$ cat config.mk
export PLATFORM = sky130hd
export DESIGN_NAME = move_input_conditioner_flat
export DESIGN_NICKNAME = d
export VERILOG_FILES = /design/src/rtl/move_input_conditioner_if.sv /design/src/rtl/move_input_conditioner.sv /design/src/flat_wrapper.sv
export SDC_FILE = /design/constraint.sdc
export NUM_CORES = 1
export LEC_CHECK = 0
export ABC_AREA = 1
export CAP_MARGIN = 20
export CORE_ASPECT_RATIO = 1.1
export CORE_UTILIZATION = 45
export CTS_CLUSTER_DIAMETER = 30
export DETAILED_ROUTE_END_ITERATION = 8
export HOLD_SLACK_MARGIN = 0.15
export PLACE_DENSITY_LB_ADDON = 0.1
export SYNTH_ARGS = -nofsm -noshare
export SYNTH_HDL_FRONTEND = slang
export SYNTH_SLANG_ARGS = --single-unit
$ cat constraint.sdc
create_clock -name clk -period 2 [get_ports clk]
set_clock_uncertainty 0.05 [all_clocks]
set_input_delay 0.4 -clock clk [delete_from_list [all_inputs] [get_ports clk]]
set_output_delay 0.4 -clock clk [all_outputs]
set_load 0.01 [all_outputs]
$ cat src/rtl/move_input_conditioner_if.sv
// Move command handshake between the input conditioner and the board-update block.
// The master presents move_valid/move_dir and the slave answers with move_ready.
interface move_input_conditioner_if;
  logic       move_valid;
  logic [1:0] move_dir;
  logic       move_ready;

  modport master (output move_valid, output move_dir, input move_ready);
  modport slave  (input move_valid, input move_dir, output move_ready);
endinterface

$ cat src/rtl/move_input_conditioner.sv
// Turns four raw push-buttons into single move commands: sync, debounce, edge, arbitrate, buffer.
// Optional auto-repeat of a held button is enabled by defining AUTO_REPEAT_EN.
//
// state   | meaning
// S_IDLE  | no command held, move_valid=0, move_ready ignored
// S_VALID | command presented on move_dir, waiting for move_ready
module move_input_conditioner #(
  parameter int DEBOUNCE_CYCLES = 1000000,
  parameter int CNT_W           = 20,
  parameter int REPEAT_DELAY    = 50000000,
  parameter int REPEAT_PERIOD   = 15000000
) (
  input  logic                            clk,
  input  logic                            rst_n,
  input  logic                            btn_u,
  input  logic                            btn_d,
  input  logic                            btn_l,
  input  logic                            btn_r,
  move_input_conditioner_if.master        mv,
  output logic                            overrun
);

  typedef enum logic {S_IDLE, S_VALID} state_t;

  localparam logic [CNT_W-1:0] DB_LAST = CNT_W'(DEBOUNCE_CYCLES - 1);

  state_t           state;
  logic [3:0]       raw, sync1, sync2, stable, stable_q;
  logic [3:0]       press, synth, ev;
  logic [CNT_W-1:0] cnt [4];
  logic [1:0]       win_dir;
  logic             multi;
  logic             valid_q;
  logic [1:0]       dir_q;

  function automatic logic [1:0] prio(input logic [3:0] v);
    if (v[0])      return 2'd0;
    else if (v[1]) return 2'd1;
    else if (v[2]) return 2'd2;
    else           return 2'd3;
  endfunction

  assign raw = {btn_r, btn_l, btn_d, btn_u};

  always_ff @(posedge clk or negedge rst_n) begin
    if (!rst_n) begin
      sync1    <= '0;
      sync2    <= '0;
      stable   <= '0;
      stable_q <= '0;
      for (int i = 0; i < 4; i++) cnt[i] <= '0;
    end else begin
      sync1    <= raw;
      sync2    <= sync1;
      stable_q <= stable;
      for (int i = 0; i < 4; i++) begin
        if (sync2[i] == stable[i]) begin
          cnt[i] <= '0;
        end else if (cnt[i] == DB_LAST) begin
          stable[i] <= sync2[i];
          cnt[i]    <= '0;
        end else begin
          cnt[i] <= cnt[i] + CNT_W'(1);
        end
      end
    end
  end

  // Only rising stable levels are moves; releases are silent.
  assign press = stable & ~stable_q;

`ifdef AUTO_REPEAT_EN
  localparam int RP_MAX = (REPEAT_DELAY > REPEAT_PERIOD) ? REPEAT_DELAY : REPEAT_PERIOD;
  localparam int RP_W   = $clog2(RP_MAX + 1);

  logic            hold_vld;
  logic [1:0]      hold_dir;
  logic [RP_W-1:0] hold_cnt;
  logic            held_any;
  logic [1:0]      held_win;
  logic            repeat_hit;

  assign held_any   = |stable;
  assign held_win   = prio(stable);
  assign repeat_hit = hold_vld && held_any && (held_win == hold_dir) && (hold_cnt == '0);
  assign synth      = repeat_hit ? (4'b0001 << hold_dir) : 4'b0000;

  // Down-counter reloads on a new held winner; terminal count emits a synthetic press.
  always_ff @(posedge clk or negedge rst_n) begin
    if (!rst_n) begin
      hold_vld <= 1'b0;
      hold_dir <= 2'd0;
      hold_cnt <= '0;
    end else if (!held_any) begin
      hold_vld <= 1'b0;
      hold_cnt <= '0;
    end else if (!hold_vld || (held_win != hold_dir)) begin
      hold_vld <= 1'b1;
      hold_dir <= held_win;
      hold_cnt <= RP_W'(REPEAT_DELAY - 1);
    end else if (hold_cnt == '0) begin
      hold_cnt <= RP_W'(REPEAT_PERIOD - 1);
    end else begin
      hold_cnt <= hold_cnt - RP_W'(1);
    end
  end
`else
  assign synth = 4'b0000;
`endif

  assign ev      = press | synth;
  assign win_dir = prio(ev);
  assign multi   = |(ev & (ev - 4'd1));

  always_ff @(posedge clk or negedge rst_n) begin
    if (!rst_n) begin
      state   <= S_IDLE;
      valid_q <= 1'b0;
      dir_q   <= 2'd0;
      overrun <= 1'b0;
    end else begin
      overrun <= 1'b0;
      case (state)
        S_IDLE: begin
          if (|ev) begin
            state   <= S_VALID;
            valid_q <= 1'b1;
            dir_q   <= win_dir;
            overrun <= multi;
          end
        end
        S_VALID: begin
          if (!mv.move_ready) begin
            overrun <= |ev;
          end else if (|ev) begin
            dir_q   <= win_dir;
            overrun <= multi;
          end else begin
            state   <= S_IDLE;
            valid_q <= 1'b0;
          end
        end
        default: begin
          state   <= S_IDLE;
          valid_q <= 1'b0;
        end
      endcase
    end
  end

  assign mv.move_valid = valid_q;
  assign mv.move_dir   = dir_q;

endmodule
$ cat src/flat_wrapper.sv
// flat-port wrapper written by rule: the top's interface ports become plain ports
module move_input_conditioner_flat 
#(
  parameter int DEBOUNCE_CYCLES = 1000000,
  parameter int CNT_W           = 20,
  parameter int REPEAT_DELAY    = 50000000,
  parameter int REPEAT_PERIOD   = 15000000
)
  (clk, rst_n, btn_u, btn_d, btn_l, btn_r, overrun, mv_move_valid, mv_move_dir, mv_move_ready);
  move_input_conditioner_if mv_i ();
  input  logic clk;
  input  logic rst_n;
  input  logic btn_u;
  input  logic btn_d;
  input  logic btn_l;
  input  logic btn_r;
  output logic overrun;
  output wire logic [$bits(mv_i.move_valid)-1:0] mv_move_valid;
  output wire logic [$bits(mv_i.move_dir)-1:0] mv_move_dir;
  input wire logic [$bits(mv_i.move_ready)-1:0] mv_move_ready;
  assign mv_move_valid = mv_i.move_valid;
  assign mv_move_dir = mv_i.move_dir;
  assign mv_i.move_ready = mv_move_ready;
  move_input_conditioner #(.DEBOUNCE_CYCLES(DEBOUNCE_CYCLES), .CNT_W(CNT_W), .REPEAT_DELAY(REPEAT_DELAY), .REPEAT_PERIOD(REPEAT_PERIOD)) u_core (.clk(clk), .rst_n(rst_n), .btn_u(btn_u), .btn_d(btn_d), .btn_l(btn_l), .btn_r(btn_r), .mv(mv_i), .overrun(overrun));
endmodule
==> reports/metrics.cfg <==
[run_status]
status=finished, final reports clean

[floorplanning]
dieArea_um2=12000
start_util_pct=46.9
fp-row-count=40
fp.dieW_um=104
core_region_area_um2=11100
die_h_um=115
ios=11

[cts]
clk-insertion-delay-late_ns=0.35
postCtsSetupRepairBufs=0
cts_tree=done
cts_resized=0
cts.clk_slew.worst_paths_ns=0.06
cts_buffers=9
clkSinkCount=101
cts_buffer_depth=2
cts_max_level=3
root_buffer=clkbuf_16

[final_layout]
layout-drive-gt1-share_pct=10.1
instances_no_fill=819
area_growth_pct=12.6
multi_input_area_um2=2390
antenna_cells=0
seq_area_um2=2530
nets=679
n_fill_cell=1025
final_util_pct=52.8

[critical_path]
endpoint_kind=output port
r2r_start=u_core.cnt[0]
worstPathBufferInverterCount=1
crit_start=u_core.mv.move_dir[0]
crit_cells=1
crit_required_ns=1.55
slowest_delay_ns=0.56
ff2ff_setup_slack_ns=0.40
cp-endpoint=mv_move_dir[0]
r2r_cells=8
startpoint_type=register
critical_path.max_fanout=2
arrival_ns=1.31
critPathTopFamily=buffers and inverters
path_cells=clkdlybuf4s50_1
critPathSlowestCell=clkdlybuf4s50_1
worstReg2RegEnd=u_core.cnt[13]
critPathKind=reg2out

[synthesis]
synth_compound_gate_area_share_pct=2.77
syn_inst=643
yosys.area_share.adder_pct=0.965
synth_area_leaders=dfrtp_1 (49%), nor2_1 (11%), nand2_1 (9.2%)
ys_seq_elements=101
synth_simple_gate_area_share_pct=35.0
synth_cell_type_count=29
synth_top_area_share_pct=48.7
synth_nets=654
syn_area_per_cell_um2=8.07
synth-seq-area-share_pct=48.7
syn_area_um2=5190
yosysTopAreaCell=dfrtp_1
yosys-mux-area-fraction_pct=0
synth_top_family_by_area=simple AND/OR/NAND/NOR gates
ys_warn_count=0
synthXorXnorAreaFrac_pct=7.23

[routing]
firstDrtPassIters=6
wire_per_inst_um=11.9
num_vias=3954
vias_per_cell=4.83
routed_wl_mm=9.76
drtIter0Drc=117
drc=0
drt.antenna.violating_nets=0

[sta]
rsz0062_at_grt=no
fin_ws_ns=0.241
max_freq_mhz=569
period_minus_slack_ns=1.76
maxSlewHeadroom_pct=74.7
slew_viol_final=0
period_share_pct=87.9
hold_violations=0
setup_viol=0
finalSetupTns_ns=0
worst_pin_slew_ns=0.376

[power]
cellLeakagePower_uw=0.00252
ir_drop_mv=0.436
power-per-cell-area_nw_per_um2=716

[hold_path]
hp-class=reg2reg

[global_routing]
grt_max_degree=47
grtUsageTotal_pct=18.1
overflow=0
grt_first_pass_wirelength_mm=17.1
grt_pass1_vias=3842
antenna_found_initial=0

[placed_design]
place_worst_setup_slack_ns=0.428
dp_hpwl_mm=7.23
gp_congestion=0.826
io_buffers=10
dp_cells=803

[job]
drv_cap=0

==> metrics by stage <==
stage | power (uW) | hold WS, ns | instance area [um^2]
final | 4190 | 0.305 | 5840
after floorplan | 2200 | 0.0544 | 5190
after global routing | 4360 | 0.317 | 5840
after detailed placement | 2290 | 0.265 | 5510
after CTS | 4250 | 0.301 | 5840
after global placement | 2280 | 0.263 | 5510
==> final cells by class <==
cell class / count / area share [%]
multi-input combinational: 469 / 40.8
inverter: 73 / 4.69
clock buffer: 10 / 3.92
tap: 147 / 3.15
sequential: 101 / 43.2
timing repair buffer: 14 / 2.44
clock inverter: 5 / 1.71
==> synth_stat cells <==
| cell type | number |
|---|---|
| ha_1 | 4 |
| xnor2_1 | 9 |
| and2_1 | 1 |
| dfrtp_1 | 101 |
| o21ai_1 | 1 |
| a211oi_1 | 1 |
| nand3_2 | 3 |
| a31o_2 | 1 |
| nand2_1 | 127 |
| inv_2 | 7 |
| xor2_2 | 1 |
| nand4_1 | 12 |
| nand3_1 | 41 |
| o21ai_0 | 8 |
| nor3_1 | 10 |
| nor2_2 | 9 |
| a21oi_1 | 14 |
| a31oi_1 | 2 |
| nand2_2 | 11 |
| nor3b_2 | 1 |
| nor2_4 | 9 |
| nor3b_1 | 3 |
| nor3_2 | 5 |
| nand2_4 | 2 |
| xor2_1 | 32 |
| nor2_1 | 156 |
| nand3_4 | 1 |
| nand3b_1 | 5 |
| inv_1 | 66 |
==> flip-flops by register name, indices dropped and copies added (netlist names) <==
| register | flops |
|---|---|
| u_core.cnt | 80 |
| u_core.stable | 4 |
| u_core.stable_q | 4 |
| u_core.sync1 | 4 |
| u_core.sync2 | 4 |
| u_core.mv.move_dir | 2 |
| u_core.mv.move_valid | 1 |
| u_core.overrun | 1 |
| u_core.state | 1 |
==> power breakdown <==
group	switching, uW	internal (uW)
clock	730	1210
combinational	99.4	49.7
sequential	22.4	2070
==> repair_timing <==
| item | in CTS | in global routing |
|---|---|---|
| hold endpoints to repair | 18 | 0 |
| setup endpoints to repair | 0 | 0 |
| hold buffers | 1 | 0 |
==> kinds of logic after synthesis <==
| family | Yosys count |
|---|---|
| compound gates | 27 |
| buf+inv | 73 |
| flops | 101 |
| fa+ha+maj | 4 |
| simple gates | 396 |
| xor+xnor | 42 |
==> how the worst min path moves through the flow <==
stage / slack [ns] / end / depth (start not counted) / startpoint
final: 0.30 / u_core.sync2[3] / 0 / u_core.sync1[3]
after global routing: 0.32 / u_core.sync2[1] / 0 / u_core.sync1[1]
after CTS: 0.30 / u_core.sync2[3] / 0 / u_core.sync1[3]
after detailed placement: 0.26 / u_core.cnt[25] / 1 / rst_n
after global placement: 0.26 / u_core.cnt[25] / 1 / rst_n
after floorplan: 0.05 / u_core.cnt[0] / 0 / rst_n
==> worst reg2reg max path, delay by kind of cell (launching register included) <==
family	cells	cell delay, ns
adders and majority gates	1	0.21
DFF	1	0.37
buffers and inverters	1	0.09
and+or+nand+nor	6	0.76
==> placed cells by master, fill, tap and decap left out, types with 5 or more instances in the layout <==
cell               n
a21oi_1           14
clkbuf_16          9
clkdlybuf4s50_1    9
dfrtp_1          101
inv_1             66
inv_2              7
nand2_1          127
nand2_2           11
nand3_1           41
nand3b_1           5
nand4_1           12
nor2_1           156
nor2_2             9
nor2_4             9
nor3_1            10
nor3_2             5
o21ai_0            8
xnor2_1            9
xor2_1            32
==> layer usage <==
metal	vias to the layer above	track usage, %	wire [um]
met5	-	0	0
met4	0	8.38	189
met3	13	2.62	186
met2	27	31.2	4690
met1	1850	22.5	4690
li1	2064	-	-
Note: power is estimated with default switching activity, not from simulation.
